File: config.mk
export PLATFORM = sky130hd
export DESIGN_NAME = quad_step_decoder
export DESIGN_NICKNAME = d
export VERILOG_FILES = /design/src/rtl/quad_step_decoder_pkg.sv /design/src/rtl/quad_chan_filter.sv /design/src/rtl/quad_step_decoder.sv
export SDC_FILE = /design/constraint.sdc
export NUM_CORES = 1
export LEC_CHECK = 0
export ABC_AREA = 1
export BUFFER_PORTS_ARGS = -buffer_cell sky130_fd_sc_hd__buf_2
export CORE_MARGIN = 5
export CORE_UTILIZATION = 45
export CTS_BUF_LIST = sky130_fd_sc_hd__clkbuf_2 sky130_fd_sc_hd__clkbuf_4 sky130_fd_sc_hd__clkbuf_8
export CTS_CLUSTER_SIZE = 12
export DETAILED_ROUTE_END_ITERATION = 8
export PLACE_DENSITY = 0.58
export SLEW_MARGIN = 20
export SYNTH_ARGS = -nofsm -noshare
export SYNTH_HDL_FRONTEND = slang
export SYNTH_SLANG_ARGS = --single-unit
File: constraint.sdc
create_clock -name clk -period 3.5 [get_ports clk]
set_input_delay 0.525 -clock clk [delete_from_list [all_inputs] [get_ports clk]]
set_output_delay 0.525 -clock clk [all_outputs]
set_load 0.01 [all_outputs]
File: src/rtl/quad_step_decoder_pkg.sv
// Shared types and constants for the quadrature step decoder.
package quad_step_decoder_pkg;

    localparam int unsigned FILT_LEN_DEF = 4;
    localparam int unsigned FILT_LEN_MIN = 1;
    localparam int unsigned FILT_LEN_MAX = 16;
    localparam int unsigned FILT_CNT_W   = 4;
    // Settle counter must reach FILT_LEN_MAX+1 = 17.
    localparam int unsigned SETTLE_W     = 5;

    typedef enum logic {
        INIT  = 1'b0,
        TRACK = 1'b1
    } state_t;

    // Phase constants, {A,B}.
    localparam logic [1:0] PH_00 = 2'b00;
    localparam logic [1:0] PH_10 = 2'b10;
    localparam logic [1:0] PH_11 = 2'b11;
    localparam logic [1:0] PH_01 = 2'b01;

    // Position of a phase along the up sequence 00->10->11->01.
    function automatic logic [1:0] gray_pos(input logic [1:0] ph);
        logic [1:0] pos;
        pos = 2'd0;
        case (ph)
            PH_00:   pos = 2'd0;
            PH_10:   pos = 2'd1;
            PH_11:   pos = 2'd2;
            default: pos = 2'd3;
        endcase
        return pos;
    endfunction

endpackage

File: src/rtl/quad_chan_filter.sv
// One encoder phase: 2-flop synchronizer followed by a FILT_LEN glitch filter.
module quad_chan_filter
    import quad_step_decoder_pkg::*;
#(
    parameter int unsigned FILT_LEN = FILT_LEN_DEF
) (
    input  logic clk,
    input  logic reset,
    input  logic raw,
    input  logic load,
    output logic filt
);

    localparam logic [FILT_CNT_W-1:0] CNT_LAST = FILT_CNT_W'(FILT_LEN - 1);

    logic                  sync1;
    logic                  sync2;
    logic [FILT_CNT_W-1:0] cnt;

    // Bring the asynchronous phase into the clk domain.
    always_ff @(posedge clk or negedge reset) begin
        if (!reset) begin
            sync1 <= 1'b0;
            sync2 <= 1'b0;
        end else begin
            sync1 <= raw;
            sync2 <= sync1;
        end
    end

    // Accept a new level only after FILT_LEN consecutive differing samples.
    always_ff @(posedge clk or negedge reset) begin
        if (!reset) begin
            filt <= 1'b0;
            cnt  <= '0;
        end else if (load) begin
            filt <= sync2;
            cnt  <= '0;
        end else if (sync2 == filt) begin
            cnt  <= '0;
        end else if (cnt == CNT_LAST) begin
            filt <= sync2;
            cnt  <= '0;
        end else begin
            cnt  <= cnt + FILT_CNT_W'(1);
        end
    end

endmodule

File: src/rtl/quad_step_decoder.sv
// Quadrature encoder front end: filters both phases and emits U/D/err step pulses.
module quad_step_decoder
    import quad_step_decoder_pkg::*;
#(
    parameter int unsigned FILT_LEN = FILT_LEN_DEF
) (
    input  logic clk,
    input  logic reset,
    input  logic a_in,
    input  logic b_in,
    input  logic enable,
    output logic U,
    output logic D,
    output logic err
);

    localparam logic [SETTLE_W-1:0] SETTLE_LAST = SETTLE_W'(FILT_LEN + 1);

    state_t              state;
    state_t              state_nxt;
    logic [SETTLE_W-1:0] settle;
    logic [SETTLE_W-1:0] settle_nxt;
    logic                load_c;
    logic                filt_a;
    logic                filt_b;
    logic [1:0]          prev;
    logic [1:0]          delta_c;
    logic                u_nxt;
    logic                d_nxt;
    logic                err_nxt;

    quad_chan_filter #(.FILT_LEN(FILT_LEN)) u_filt_a (
        .clk   (clk),
        .reset (reset),
        .raw   (a_in),
        .load  (load_c),
        .filt  (filt_a)
    );

    quad_chan_filter #(.FILT_LEN(FILT_LEN)) u_filt_b (
        .clk   (clk),
        .reset (reset),
        .raw   (b_in),
        .load  (load_c),
        .filt  (filt_b)
    );

    // Next state, settle count and step decode of the filtered phase movement.
    always_comb begin
        state_nxt  = state;
        settle_nxt = settle;
        load_c     = 1'b0;
        u_nxt      = 1'b0;
        d_nxt      = 1'b0;
        err_nxt    = 1'b0;
        // Distance moved along the up sequence: 1 = up, 3 = down, 2 = skipped.
        delta_c    = gray_pos({filt_a, filt_b}) - gray_pos(prev);
        case (state)
            INIT: begin
                load_c = 1'b1;
                if (settle == SETTLE_LAST) begin
                    state_nxt  = TRACK;
                    settle_nxt = '0;
                end else begin
                    settle_nxt = settle + SETTLE_W'(1);
                end
            end
            TRACK: begin
                if (enable) begin
                    case (delta_c)
                        2'd1:    u_nxt   = 1'b1;
                        2'd3:    d_nxt   = 1'b1;
                        2'd2:    err_nxt = 1'b1;
                        default: ;
                    endcase
                end
            end
            default: state_nxt = INIT;
        endcase
    end

    // State register and settle counter.
    always_ff @(posedge clk or negedge reset) begin
        if (!reset) begin
            state  <= INIT;
            settle <= '0;
        end else begin
            state  <= state_nxt;
            settle <= settle_nxt;
        end
    end

    // Previous filtered pair and registered pulse outputs.
    always_ff @(posedge clk or negedge reset) begin
        if (!reset) begin
            prev <= PH_00;
            U    <= 1'b0;
            D    <= 1'b0;
            err  <= 1'b0;
        end else begin
            prev <= {filt_a, filt_b};
            U    <= u_nxt;
            D    <= d_nxt;
            err  <= err_nxt;
        end
    end

endmodule

# Word level (Yosys, flattened, before mapping)
# Index checks and enable logic that the tools add are counted.
dict set report word_totals {
  input_bits 5
  register_bits 25
  wordCells 64
  n_memories 0
  rom_bits 0
  latch_bits 0
  mem_bits_rw 0
}
dict set report classes {
  addsub 4
  reduce_logical 4
  muxes 26
  n_shift 0
  order_cmp 0
  div 0
  bitwise_logic 0
  n_mul 0
  eq_ne 16
}
# operator n
set op_table {}
lappend op_table {{two-way mux 4 bit} 6}
lappend op_table {{two-way mux 1 bit} 17}
lappend op_table {{== test 2 bit, second input constant} 6}
lappend op_table {{case mux 2 bit (3 select lines)} 2}
lappend op_table {{adder 4 x 1 -> 4 bit, second input constant} 2}
lappend op_table {{== test 4 x 2 -> 1 bit, second input constant} 2}
lappend op_table {{adder 5 x 1 -> 5 bit, second input constant} 1}
lappend op_table {{== test 5 x 3 -> 1 bit, second input constant} 1}
lappend op_table {{two-way mux 5 bit} 1}
lappend op_table {{zero test 2 bit} 2}
lappend op_table {{!= test 2 x 1 -> 1 bit, second input constant} 2}
lappend op_table {{!= test 2 bit, second input constant} 2}
lappend op_table {{AND reduction 2 bit} 2}
lappend op_table {{== test 1 bit} 2}
lappend op_table {{== test 2 x 1 -> 1 bit, second input constant} 1}
lappend op_table {{subtractor 2 bit} 1}

# Logic depth before layout (Yosys ltp)
# Gate-level depths: netlist (run 1).
dict set report logic_depth {
  depth_word 7
  mapped_depth 10
}

# Hierarchy
# From an unflattened synthesis (run 1), not the netlist that was laid out.
dict set report unflattened {
  hier_cells 134
  hier_area_um2 1177.4
}
# module n_inst area_each_um2 cells_per_inst seq_area_each_um2
set by_module_without_submodules {}
lappend by_module_without_submodules {quad_chan_filter 2 296.5 32 175.2}
lappend by_module_without_submodules {quad_step_decoder 1 584.3 70 275.3}

# Worst setup path after synthesis (run 1)
# Ideal clock, no wire load.
dict set report synth_path {
  path_kind {reg2reg}
  startpoint {register u_filt_a.filt}
  endpoint {register U}
  n_path_buf 0
  synth_period_minus_slack_ns 1.360
  setup_ns 0.118
  path_stages_with_launch 8
  slack_ns 2.140
  t_arrival_ns 1.242
  required_ns 3.382
  path_cell_list {dfrtp_1 inv_1 ha_1 ha_1 o21ai_0 nand3_1 nand2_1 nor2_1}
}
dict set report synth_between {
  elab_chain_len 7
}
# element line_no
set synth_rtl {}
lappend synth_rtl {{start, declared} quad_chan_filter.sv:11} ;# output logic filt
lappend synth_rtl {{start signal, assigned} quad_chan_filter.sv:37} ;# filt <= sync2;
lappend synth_rtl {{start signal, assigned} quad_chan_filter.sv:42} ;# filt <= sync2;
lappend synth_rtl {{== test 2 bit or zero test 2 bit (tied branches)} quad_step_decoder_pkg.sv:26} ;# case (ph)
lappend synth_rtl {{case mux 2 bit (3 select lines) (*)} quad_step_decoder_pkg.sv:26}
lappend synth_rtl {{subtractor 2 bit (*)} quad_step_decoder.sv:57} ;# delta_c = gray_pos({filt_a, filt_b}) - gray_pos(prev);
lappend synth_rtl {{== test 2 x 1 -> 1 bit (*)} quad_step_decoder.sv:70} ;# case (delta_c)
lappend synth_rtl {{two-way mux 1 bit (*)} quad_step_decoder.sv:70}
lappend synth_rtl {{two-way mux 1 bit (*)} quad_step_decoder.sv:69} ;# if (enable) begin
lappend synth_rtl {{two-way mux 1 bit (*)} quad_step_decoder.sv:58} ;# case (state)
lappend synth_rtl {{net u_nxt} quad_step_decoder.sv:28} ;# logic u_nxt;
lappend synth_rtl {{end signal, assigned} quad_step_decoder.sv:102} ;# U <= u_nxt;
lappend synth_rtl {{end, declared} quad_step_decoder.sv:12} ;# output logic U,
# The timed path passes the listed nets; every way through them passes the cells marked *.
# A chain may end at the register's enable or synchronous reset.

# Worst setup path in the final report (run 1)
dict set report layout_path {
  startpoint {register u_filt_a.filt}
  endpoint {register err}
}
dict set report layout_between {
  elab_chain_len 7
}
# element line_no
set layout_rtl {}
lappend layout_rtl {{== test 2 bit or zero test 2 bit (tied branches)} quad_step_decoder_pkg.sv:26}
lappend layout_rtl {{case mux 2 bit (3 select lines) (*)} quad_step_decoder_pkg.sv:26}
lappend layout_rtl {{subtractor 2 bit (*)} quad_step_decoder.sv:57}
lappend layout_rtl {{== test 2 bit (*)} quad_step_decoder.sv:70}
lappend layout_rtl {{two-way mux 1 bit (*)} quad_step_decoder.sv:70}
lappend layout_rtl {{two-way mux 1 bit (*)} quad_step_decoder.sv:69}
lappend layout_rtl {{two-way mux 1 bit (*)} quad_step_decoder.sv:58}
lappend layout_rtl {{net err_nxt} quad_step_decoder.sv:30} ;# logic err_nxt;
lappend layout_rtl {{end signal, assigned} quad_step_decoder.sv:104} ;# err <= err_nxt;
lappend layout_rtl {{end, declared} quad_step_decoder.sv:14} ;# output logic err
# Marks and branches as above.

==> summary.md, run 1 <==
| Metric | Value |
|---|---|
| Starting Density | `46.3%` |
| CTS Buffer Depth | `2` |
| CP Class | `reg -> reg` |
| CTS tree | `built` |
| Routability Congestion | `0.721` |
| DP Cell Count | `144` |
| Ys Warns | `0` |
| Sw frac | `36.5%` |
| # H-tree levels | `1` |
| Worst-path clk slew | `0.14 ns` |
| Largest net degree at the start of global routing | `26` |
| Period Utilization, post-route | `43.4%` |
| Clock power frac | `15.0%` |
| Crit path DAT | `1.76 ns` |
| Worst-margin pin slew | `0.540 ns` |
| Flop pwr share | `46.5%` |
| Grt total ovfl | `0` |
| Hpwl dp | `1250 µm` |
| Root Buffer Master | `clkbuf_4` |
| IO Pins | `8` |
| R2R cell count | `6` |
| Pre-Repair DR Iteration Count | `2` |
| CTS Sinks | `25` |
| Internal Power | `0.000541 W` |
| Number of cell rows | `18` |
| Synthesized Nets | `122` |
| Worst VDD drop | `0.000567 V` |
| Final setup fails | `0` |
| Total CTS buffers | `3` |
| CP Capture Point | `err$_DFF_PN0_` |
| Leak | `0.612 nW` |
| Post-CTS Resized | `0` |
| Core Region | `0.00243 mm²` |
| Die ar. | `0.00361 mm²` |
| Beginning of the critical path | `u_filt_a.filt$_DFFE_PN0P_` |
| DRC viols | `0` |
| Vias in the first global route | `753` |
| Initial antenna violation count | `0` |
| Port Buffers | `7` |
| Reg2Reg Setup Slack | `1.98 ns` |
| Share of layout cells above drive strength 1 | `19.5%` |
| Post-Synth Adder-Cell Area | `9.99%` |
| Wire per inst | `11.1 µm` |
| CP Launch Type | `register` |
| Final hold violations | `0` |
| Seq/Total Area, Yosys | `55.5%` |
| Data required time of the worst path | `3.74 ns` |
| Fmax achieved | `659 MHz` |
| Clock Skews | `0.00495 ns` |
| Setup Buffers After CTS | `0` |
| Via density | `4.84` |
| Unrepaired setup endpoints after global routing | `no` |
| Post-Layout Cell Count | `148` |
| Chip height | `60.1 µm` |
| Worst R2R End | `err$_DFF_PN0_` |
| Final #Nets | `133` |
| Synthesized instance count | `108` |
| CP max FO | `4` |
| Clock Latency Late Sink | `0.31 ns` |
| Post-route setup TNS | `0 ns` |
| Sw power | `0.000311 W` |
| Syn avg cell area | `10.4 µm²` |
| Combinational share of power | `38.5%` |
| Pwr Total | `0.000852 W` |
| Routed WL | `1650 µm` |
| Post-synthesis compound-gate area fraction | `4.33%` |
| Total GRT Usage | `11.2%` |
| Die Span X | `60.1 µm` |
| Fin crit period | `1.52 ns` |
| Status | `completed` |
| Pre-CTS setup slack | `2.01 ns` |
| Hold Path Class | `in -> async` |
| Rel. slew slack | `64.0%` |
| Crit. End Element | `register` |
| Slew Limit Fails | `0` |
| Post-Synth Simple-Gate Area | `19.8%` |
| Max Cap Viol | `0` |
| Ant diodes | `0` |
| # hold bufs at CTS | `0` |
| XOR/XNOR share of the synthesized area | `5.44%` |
| Fin worst setup slack | `1.98 ns` |
| Netlist Area Pre-Place | `0.00113 mm²` |
| First-pass GRT wire length | `3020 µm` |
| Largest family of logic cells by synthesized area | `simple AND/OR/NAND/NOR gates` |
| Seq cells post-synth | `25` |
| Mux share of post-synthesis cell area | `0%` |
| Yosys cell types | `17` |
| PwrDens | `699 mW/mm²` |
| Vias | `716` |
| Number of DRC markers in iteration 0 | `11` |
| Final antenna-violating net count | `0` |
| Reg2reg start | `u_filt_a.filt$_DFFE_PN0P_` |
| Area Growth Syn to Fin | `8.10%` |
-- per-layer routing --
metal  wire length, µm  track usage [%]  vias up
met5                 0                0        -
met4                 9             4.75        0
met3                50             1.94        2
met2               814             19.0        5
met1               774             14.0      345
li1                  -                -      364
-- cells in the mapped netlist --
cell      instances  area share [%]
nand3b_1          2             1.3
o21ai_2           1            0.78
ha_1              9              10
nand3_1           9             4.0
xnor2_1           4             3.1
a21oi_1           4             1.8
nand4_1           1            0.56
nor2_1           10             3.3
nor2_2            6             3.3
inv_1            12             4.0
or2_4             2             1.6
nand2_2           3             1.7
o21ai_0           4             1.8
nand2_1          12             4.0
dfrtp_1          25              55
xor2_1            3             2.3
buf_6             1             1.0
-- sequential cells by signal, indices dropped and copies added, names as in the netlist, 2 cells and up --
name / count
settle: 5
u_filt_a.cnt: 4
u_filt_b.cnt: 4
prev: 2
-- metrics by stage --
stage	hold WS (ns)	utilization [%]	cell area, µm²
finish	0.173	50.1	1220
CTS	0.174	50.1	1220
floorplan	0.229	-	1130
global placement	0.334	48.9	1190
detailed placement	0.335	48.9	1190
global route	0.197	50.1	1220
-- worst max-delay path, stage by stage (launching register included) --
cell	delay, ns
dfrtp_1	0.43
inv_1	0.07
ha_1	0.29
ha_1	0.21
o21ai_0	0.11
nand3_1	0.15
a21oi_1	0.19
-- power by group through the flow --
stage	logic, W	clock network (W)	registers [W]
6_report	0.000328	0.000128	0.000396
5_1_grt	0.000389	0.000148	0.000405
4_1_cts	0.000335	0.000139	0.000396
3_5_place_dp	0.000333	0	0.000402
3_3_place_gp	0.000315	0	0.000400
2_1_floorplan	0.000261	0	0.000397
-- area by class of cell --
class | instances | area (µm²)
fill | 222 | 1210
sequential | 25 | 626
multi-input combinational | 70 | 445
inverter | 12 | 45.0
tap | 30 | 37.5
timing repair buffer | 7 | 35.0
clock buffer | 3 | 22.5
clock inverter | 1 | 7.51
-- cells in the final DEF, fill, tap and decap left out, types with 4 or more instances in the layout --
cell / count
dfrtp_1: 25
nor2_2: 6
a21oi_1: 4
xnor2_1: 4
nand2_1: 12
nor2_1: 10
o21ai_0: 4
buf_2: 7
ha_1: 9
inv_1: 12
nand3_1: 9
-- logic make-up after synthesis --
kind of cell               Yosys count
buffers and inverters               13
adders and majority gates            9
DFF                                 25
AOI/OAI and AO/OA                    9
xor gates and xnor gates             7
and+or+nand+nor                     45
-- how the worst min path moves through the flow --
stage                     slack, ns                   endpoint  depth (start not counted)                startpoint
after floorplan                0.23                D$_DFF_PN0_                          0                     reset
after global placement         0.33   u_filt_b.sync2$_DFF_PN0_                          0  u_filt_b.sync1$_DFF_PN0_
after detailed placement       0.33   u_filt_a.sync2$_DFF_PN0_                          0  u_filt_a.sync1$_DFF_PN0_
after CTS                      0.17  u_filt_a.cnt[3]$_DFF_PN0_                          1                     reset
after global routing           0.20  u_filt_a.cnt[3]$_DFF_PN0_                          1                     reset
final                          0.17  u_filt_a.cnt[3]$_DFF_PN0_                          1                     reset
(Power assumes the default switching activity.)
==> run 2: changes to the inputs <==
Settings changed: ABC_AREA 1 to 0, PLACE_DENSITY 0.58 to 0.61.
Clock period 3.5 ns to 1.3 ns, I/O delays scaled along.
==> run 2 against run 1 <==
  * The run now ends with setup timing left
  * Cell count is 8.8% lower
  * Clock power grew to 2.7 times the previous value
  * Hold slack better by 0.0048 ns
  * Critical path type unchanged
  * Wire length up 3.0%
  * Sequential power grew to 2.7 times the previous value
  * Register-to-register slack lost 2.1 ns
  * Maximum frequency is 6.7% higher
  * Sequential share of layout area shrank 5.1 points
==> summary.md, run 2 <==
| Metric | Value |
|---|---|
| Status | `finished, violations left` |
| Failing checks | `setup timing` |
| Synthesized Nets | `100` |
| CP bufs+invs | `1` |
| Die ar. | `0.00347 mm²` |
| CTS Sinks | `25` |
| Core Region | `0.00225 mm²` |
| Worst R2R End | `err$_DFF_PN0_` |
| Wire per inst | `12.6 µm` |
| Worst-margin pin slew | `0.536 ns` |
| Slew Limit Fails | `0` |
| Hold depth | `3` |
| Most common cell after layout, fill and taps aside | `dfrtp_1` |
| Rel. slew slack | `64.3%` |
| Async set-reset flop share out of synthesis | `100%` |
| First-pass GRT wire length | `2900 µm` |
| Hpwl dp | `1190 µm` |
| Fmax achieved | `703 MHz` |
| CTS tree | `built` |
| Number of DRC markers in iteration 0 | `11` |
| Worst hold endpoint | `U$_DFF_PN0_` |
| Via density | `5.15` |
| Seq cells post-synth | `25` |
| Number of cell rows | `17` |
| Worst-path clk slew | `0.13 ns` |
| Synth top area share | `58.2%` |
| Post-Layout Cell Count | `135` |
| Fin worst setup slack | `-0.123 ns` |
| CTS Buffer Depth | `2` |
| Reg2Reg Setup Slack | `-0.12 ns` |
| Pre-Repair DR Iteration Count | `4` |
| Data required time of the worst path | `1.54 ns` |
| Yosys cell types | `26` |
| Chip height | `58.9 µm` |
| Reg2reg start | `u_filt_a.filt$_DFFE_PN0P_` |
| Share of layout cells above drive strength 1 | `40.2%` |
| Netlist Area Pre-Place | `0.00107 mm²` |
| Synthesized instance count | `86` |
| # H-tree levels | `1` |
| CP Class | `reg -> reg` |
| Final #Nets | `122` |
| Beginning of the critical path | `u_filt_a.filt$_DFFE_PN0P_` |
| Biggest regs | `settle: 5 flops, u_filt_a.cnt: 4 flops, u_filt_b.cnt: 4 flops` |
| Final antenna-violating net count | `0` |
| DP Cell Count | `125` |
| HP Start | `enable` |
| Die Span X | `58.9 µm` |
| Area Growth Syn to Fin | `26.1%` |
| Max reg flops | `5` |
| Fillers | `191` |
| IO Pins | `8` |
| DRC viols | `0` |
| Leak | `0.652 nW` |
| Ys Warns | `0` |
| Hold Path Class | `in -> reg` |
| Final setup fails | `3` |
| Ant diodes | `0` |
| Routed WL | `1700 µm` |
| Crit. End Element | `register` |
| Vias in the first global route | `677` |
| Most frequent cell on the critical path | `ha_4` |
| Unrepaired setup endpoints after global routing | `yes` |
| Post-route setup TNS | `-0.328 ns` |
| Syn avg cell area | `12.5 µm²` |
| Crit path DAT | `1.67 ns` |
| Most frequent cells in the layout | `24 x dfrtp_1, 8 x buf_4, 7 x buf_2, 4 x inv_2, 4 x ha_2` |
| R2R cell count | `5` |
| Vias | `695` |
| Seq/Total Area, Yosys | `58.2%` |
| Synth area leaders | `dfrtp_1 58%, ha_1 10%, xor2_1 3.3%, mux2_2 2.1%, nor3b_1 2.1%` |
| Top_reg_cell synth | `dfrtp_1` |
| CP max stage cell | `dfrtp_1` |
| CP top delay family | `flip-flops` |
| Clock Skews | `0.00488 ns` |
| Post-synth top cells | `25 x dfrtp_1, 9 x ha_1, 5 x inv_1` |
| Clock Latency Late Sink | `0.32 ns` |
| Leading area contributor after synthesis | `dfrtp_1` |
| Period Utilization, post-route | `109%` |
| Max Cap Viol | `0` |
| Root Buffer Master | `clkbuf_4` |
| Starting Density | `47.7%` |
| Fin crit period | `1.42 ns` |
| Slowest stage delay, CP | `0.43 ns` |
| Reg with most FFs | `settle` |
| Grt total ovfl | `0` |
| Crit path cell chain | `inv_2 > ha_4 > ha_4 > xnor3_1 > nor3b_2` |
| Initial antenna violation count | `0` |
| Total GRT Usage | `11.4%` |
| Worst VDD drop | `0.00147 V` |
| Largest net degree at the start of global routing | `26` |
| CP max FO | `4` |
| Final hold violations | `0` |
| Most common cell in the synthesized netlist | `dfrtp_1` |
| CP Launch Type | `register` |
| PwrDens | `1920 mW/mm²` |
| Routability Congestion | `0.696` |
| Post-synth EDFFs | `0` |
| Port Buffers | `7` |
| Total CTS buffers | `3` |
[run 2: timing repair]
action	CTS	global route
hold buffers	3	0
hold endpoints to repair	27	0
endpoints found under the setup margin	4	11
resized for setup	1	23
pin swaps	0	8
setup buffers	0	3
gates cloned	0	0
[run 2: final cells by class]
type / count / area [µm²] / area share, %
Clock buffer: 3 / 22.5 / 1.66
Clock inverter: 1 / 5.00 / 0.369
Inverter: 5 / 18.8 / 1.39
Multi-Input combinational cell: 55 / 522 / 38.5
Sequential cell: 25 / 627 / 46.3
Tap cell: 28 / 35.0 / 2.59
Timing Repair Buffer: 18 / 125 / 9.23
[run 2: routing by layer]
layer / vias to the layer above / GRT usage [%] / part of all wire [%]
met4: 0 / 8.74 / 2.8
met1: 343 / 13.3 / 47
met5: - / 0 / 0
met3: 4 / 2.19 / 3.4
met2: 10 / 18.1 / 46
li1: 338 / - / -
[run 2: report_power, final]
part,internal (W),total [W],leakage [nW],switching (W)
combinational,0.000703,0.00120,0.315,0.000493
clock,0.000115,0.000344,0.0177,0.000229
sequential,0.000940,0.00107,0.319,0.000127
[run 2: worst register-to-register path, delay by kind of cell, from the launching register on]
family | cells | cell delay [ns]
xor gates and xnor gates | 1 | 0.25
adders and majority gates | 2 | 0.40
and+or+nand+nor | 1 | 0.20
DFF | 1 | 0.43
buffers and inverters | 1 | 0.07
[run 2: metrics by stage]
stage	instance area (µm²)	total power, W	util, %	hold slack (ns)	setup slack (ns)
3_5_place_dp	1180	0.00200	52.6	0.211	-0.141
6_report	1360	0.00261	60.1	0.178	-0.123
3_3_place_gp	1180	0.00195	52.6	0.213	-0.0907
5_1_grt	1360	0.00281	60.1	0.201	-0.189
4_1_cts	1250	0.00234	55.3	0.173	-0.155
2_1_floorplan	1080	0.00173	-	-0.101	-0.0675
[run 2: cells by family (layout without fill, tap and decap cells)]
| group | count (synthesis) | count (layout) | share of synthesized area (%) |
|---|---|---|---|
| AO/OA/AOI/OAI | 11 | 11 | 6.17 |
| XOR/XNOR | 6 | 6 | 6.17 |
| adder cells (fa/ha/maj) | 9 | 9 | 10.5 |
| buffers and inverters | 6 | 27 | 2.21 |
| flip-flops | 25 | 25 | 58.2 |
| multiplexers | 2 | 2 | 2.10 |
| AND/OR/NAND/NOR | 27 | 27 | 14.7 |
[run 2: worst max path at each step]
stage	to	slack, ns	cells past startpoint
after global routing	err$_DFF_PN0_	-0.19	5
after detailed placement	U$_DFF_PN0_	-0.14	6
after global placement	U$_DFF_PN0_	-0.09	5
final	err$_DFF_PN0_	-0.12	5
after floorplan	U$_DFF_PN0_	-0.07	5
after CTS	U$_DFF_PN0_	-0.16	6
==> run 3: changes to the inputs <==
Settings changed: ABC_AREA 0 to 1.
==> run 3 against run 2 <==
  * The run still ends with setup timing left
  * Worst setup slack improved by 0.091 ns
  * Global-route usage decreased by 0.28 points
  * Sequential power about the same
  * Count of clock-buffer cells in the layout unchanged
  * Critical path type unchanged
  * Largest power group unchanged
  * Highest routed layer unchanged
==> summary.md, run 3 (same netlist as run 1, synthesis figures left out) <==
| Metric | Value |
|---|---|
| IO Pins | `8` |
| Crit. End Element | `register` |
| Final hold violations | `0` |
| Worst-margin pin slew | `0.535 ns` |
| Rel. slew slack | `64.3%` |
| Post-route setup TNS | `-0.0638 ns` |
| Chip height | `60.1 µm` |
| Routability Congestion | `0.708` |
| Clock power frac | `12.6%` |
| Starting Density | `46.3%` |
| Final antenna-violating net count | `0` |
| Clock Skews | `0.00778 ns` |
| CTS Sinks | `25` |
| Biggest regs | `settle: 5 flops, u_filt_a.cnt: 4 flops, u_filt_b.cnt: 4 flops` |
| Worst hold endpoint | `err$_DFF_PN0_` |
| Pre-Repair DR Iteration Count | `4` |
| Die ar. | `0.00361 mm²` |
| Util after Layout | `56.8%` |
| Total CTS buffers | `3` |
| Die Span X | `60.1 µm` |
| CTS Buffer Depth | `2` |
| CP max stage cell | `dfrtp_1` |
| Vias in the first global route | `723` |
| Most frequent cell on the critical path | `ha_4` |
| Max Cap Viol | `0` |
| Port Buffers | `7` |
| Crit path DAT | `1.60 ns` |
| Unrepaired setup endpoints after global routing | `yes` |
| CP Class | `reg -> reg` |
| Slowest stage delay, CP | `0.44 ns` |
| Post-Layout Cell Count | `157` |
| Period Utilization, post-route | `102%` |
| Grt total ovfl | `0` |
| Worst hold slack | `0.119 ns` |
| DP Cell Count | `148` |
| Beginning of the critical path | `prev[0]$_DFF_PN0_` |
| Via density | `4.75` |
| CP max FO | `3` |
| Root Buffer Master | `clkbuf_4` |
| Failing checks | `setup timing` |
| Sw frac | `37.7%` |
| PwrDens | `2110 mW/mm²` |
| Fillers | `214` |
| Fin crit period | `1.33 ns` |
| Internal Power | `0.00182 W` |
| Leak | `0.663 nW` |
| Max reg flops | `5` |
| Most common cell after layout, fill and taps aside | `dfrtp_1` |
| Worst R2R End | `U$_DFF_PN0_` |
| Crit path cell chain | `ha_4 > inv_4 > ha_4 > o21ai_4 > nand2_2 > nand2_4 > nand2_1 > nor2_1` |
| Final #Nets | `142` |
| R2R cell count | `8` |
| Worst-path clk slew | `0.15 ns` |
| Total GRT Usage | `11.1%` |
| Ant diodes | `0` |
| Reg2reg start | `prev[0]$_DFF_PN0_` |
| Hold Path Class | `in -> reg` |
| HP Start | `enable` |
| First-pass GRT wire length | `3010 µm` |
| Routed WL | `1690 µm` |
| Flop pwr share | `36.2%` |
| CTS tree | `built` |
| Fin worst setup slack | `-0.0319 ns` |
| CP bufs+invs | `1` |
| Reg2Reg Setup Slack | `-0.03 ns` |
| Share of layout cells above drive strength 1 | `36.2%` |
| Most frequent cells in the layout | `25 x dfrtp_1, 9 x inv_1, 9 x nand2_1` |
| Combinational share of power | `51.2%` |
| Hpwl dp | `1210 µm` |
| Final setup fails | `3` |
| # H-tree levels | `1` |
| Vias | `745` |
| Core Region | `0.00243 mm²` |
| Number of DRC markers in iteration 0 | `4` |
| DRC viols | `0` |
| CP Launch Type | `register` |
| Fmax achieved | `751 MHz` |
| Clock Latency Late Sink | `0.32 ns` |
| Sw power | `0.00110 W` |
| Slew Limit Fails | `0` |
| Pwr Total | `0.00292 W` |
| Hold depth | `3` |
| Status | `finished, violations left` |
| Initial antenna violation count | `0` |
| Data required time of the worst path | `1.56 ns` |
| Reg with most FFs | `settle` |
| Number of cell rows | `18` |
| Area Growth Syn to Fin | `22.5%` |
| Wire per inst | `10.8 µm` |
| CP top delay family | `adder cells` |
| Worst VDD drop | `0.00140 V` |
| Largest net degree at the start of global routing | `26` |
## run 3: cell types whose count changed in the layout (fill, tap and decap cells not counted), sizes merged, moves of 3 or more
cell / change
nand2: +12
nor2: +11
inv: +8
nand3: +6
nor3b: -4
nand2b: -3
nor3: -3
xnor2: +3
## run 3: power by group through the flow
| stage | combinational, W | sequential [W] | clock, W |
|---|---|---|---|
| 3_5_place_dp | 0.000998 | 0.00105 | 0 |
| 6_report | 0.00149 | 0.00105 | 0.000366 |
| 4_1_cts | 0.00117 | 0.00104 | 0.000387 |
| 2_1_floorplan | 0.000717 | 0.00107 | 0 |
| 3_3_place_gp | 0.000961 | 0.00105 | 0 |
| 5_1_grt | 0.00166 | 0.00107 | 0.000418 |
## run 3: how the worst max path moves through the flow
stage | end | slack, ns | cells after the start
floorplan | U$_DFF_PN0_ | -0.006 | 6
global placement | D$_DFF_PN0_ | -0.02 | 5
detailed placement | D$_DFF_PN0_ | -0.06 | 5
CTS | err$_DFF_PN0_ | -0.03 | 8
global route | err$_DFF_PN0_ | -0.09 | 6
finish | U$_DFF_PN0_ | -0.03 | 8
## run 3: final cells by class
class | instances | area (µm²) | share of cell area [%]
inverter | 12 | 47.5 | 3.44
sequential | 25 | 626 | 45.3
clock buffer | 3 | 22.5 | 1.63
timing repair buffer | 16 | 110 | 7.97
clock inverter | 1 | 8.76 | 0.634
multi-input combinational | 70 | 529 | 38.3
tap | 30 | 37.5 | 2.72
## run 3: metal layers
| metal | up-vias | GRT usage, % | wire [µm] |
|---|---|---|---|
| li1 | 382 | - | - |
| met1 | 354 | 14.3 | 765 |
| met4 | 0 | 2.85 | 12 |
| met3 | 2 | 2.59 | 53 |
| met2 | 7 | 18.5 | 860 |
| met5 | - | 0 | 0 |
## run 3: what timing repair did
item,CTS,global route
endpoints found under the setup margin,3,3
buffers inserted,1,1
pin swaps,4,10
hold buffers,3,0
resized for setup,4,16
hold endpoints to repair,27,0
## run 3: through the flow
step	area (µm²)	worst slack, ns
2_1_floorplan	1130	-0.00590
3_3_place_gp	1220	-0.0241
3_5_place_dp	1220	-0.0580
4_1_cts	1320	-0.0265
5_1_grt	1380	-0.0925
6_report	1380	-0.0319
## run 3: worst min-delay path, delay by kind of cell
kind,cells,cell delay (ns)
buf+inv,1,0.10
simple gates,1,0.09
compound gates,1,0.03
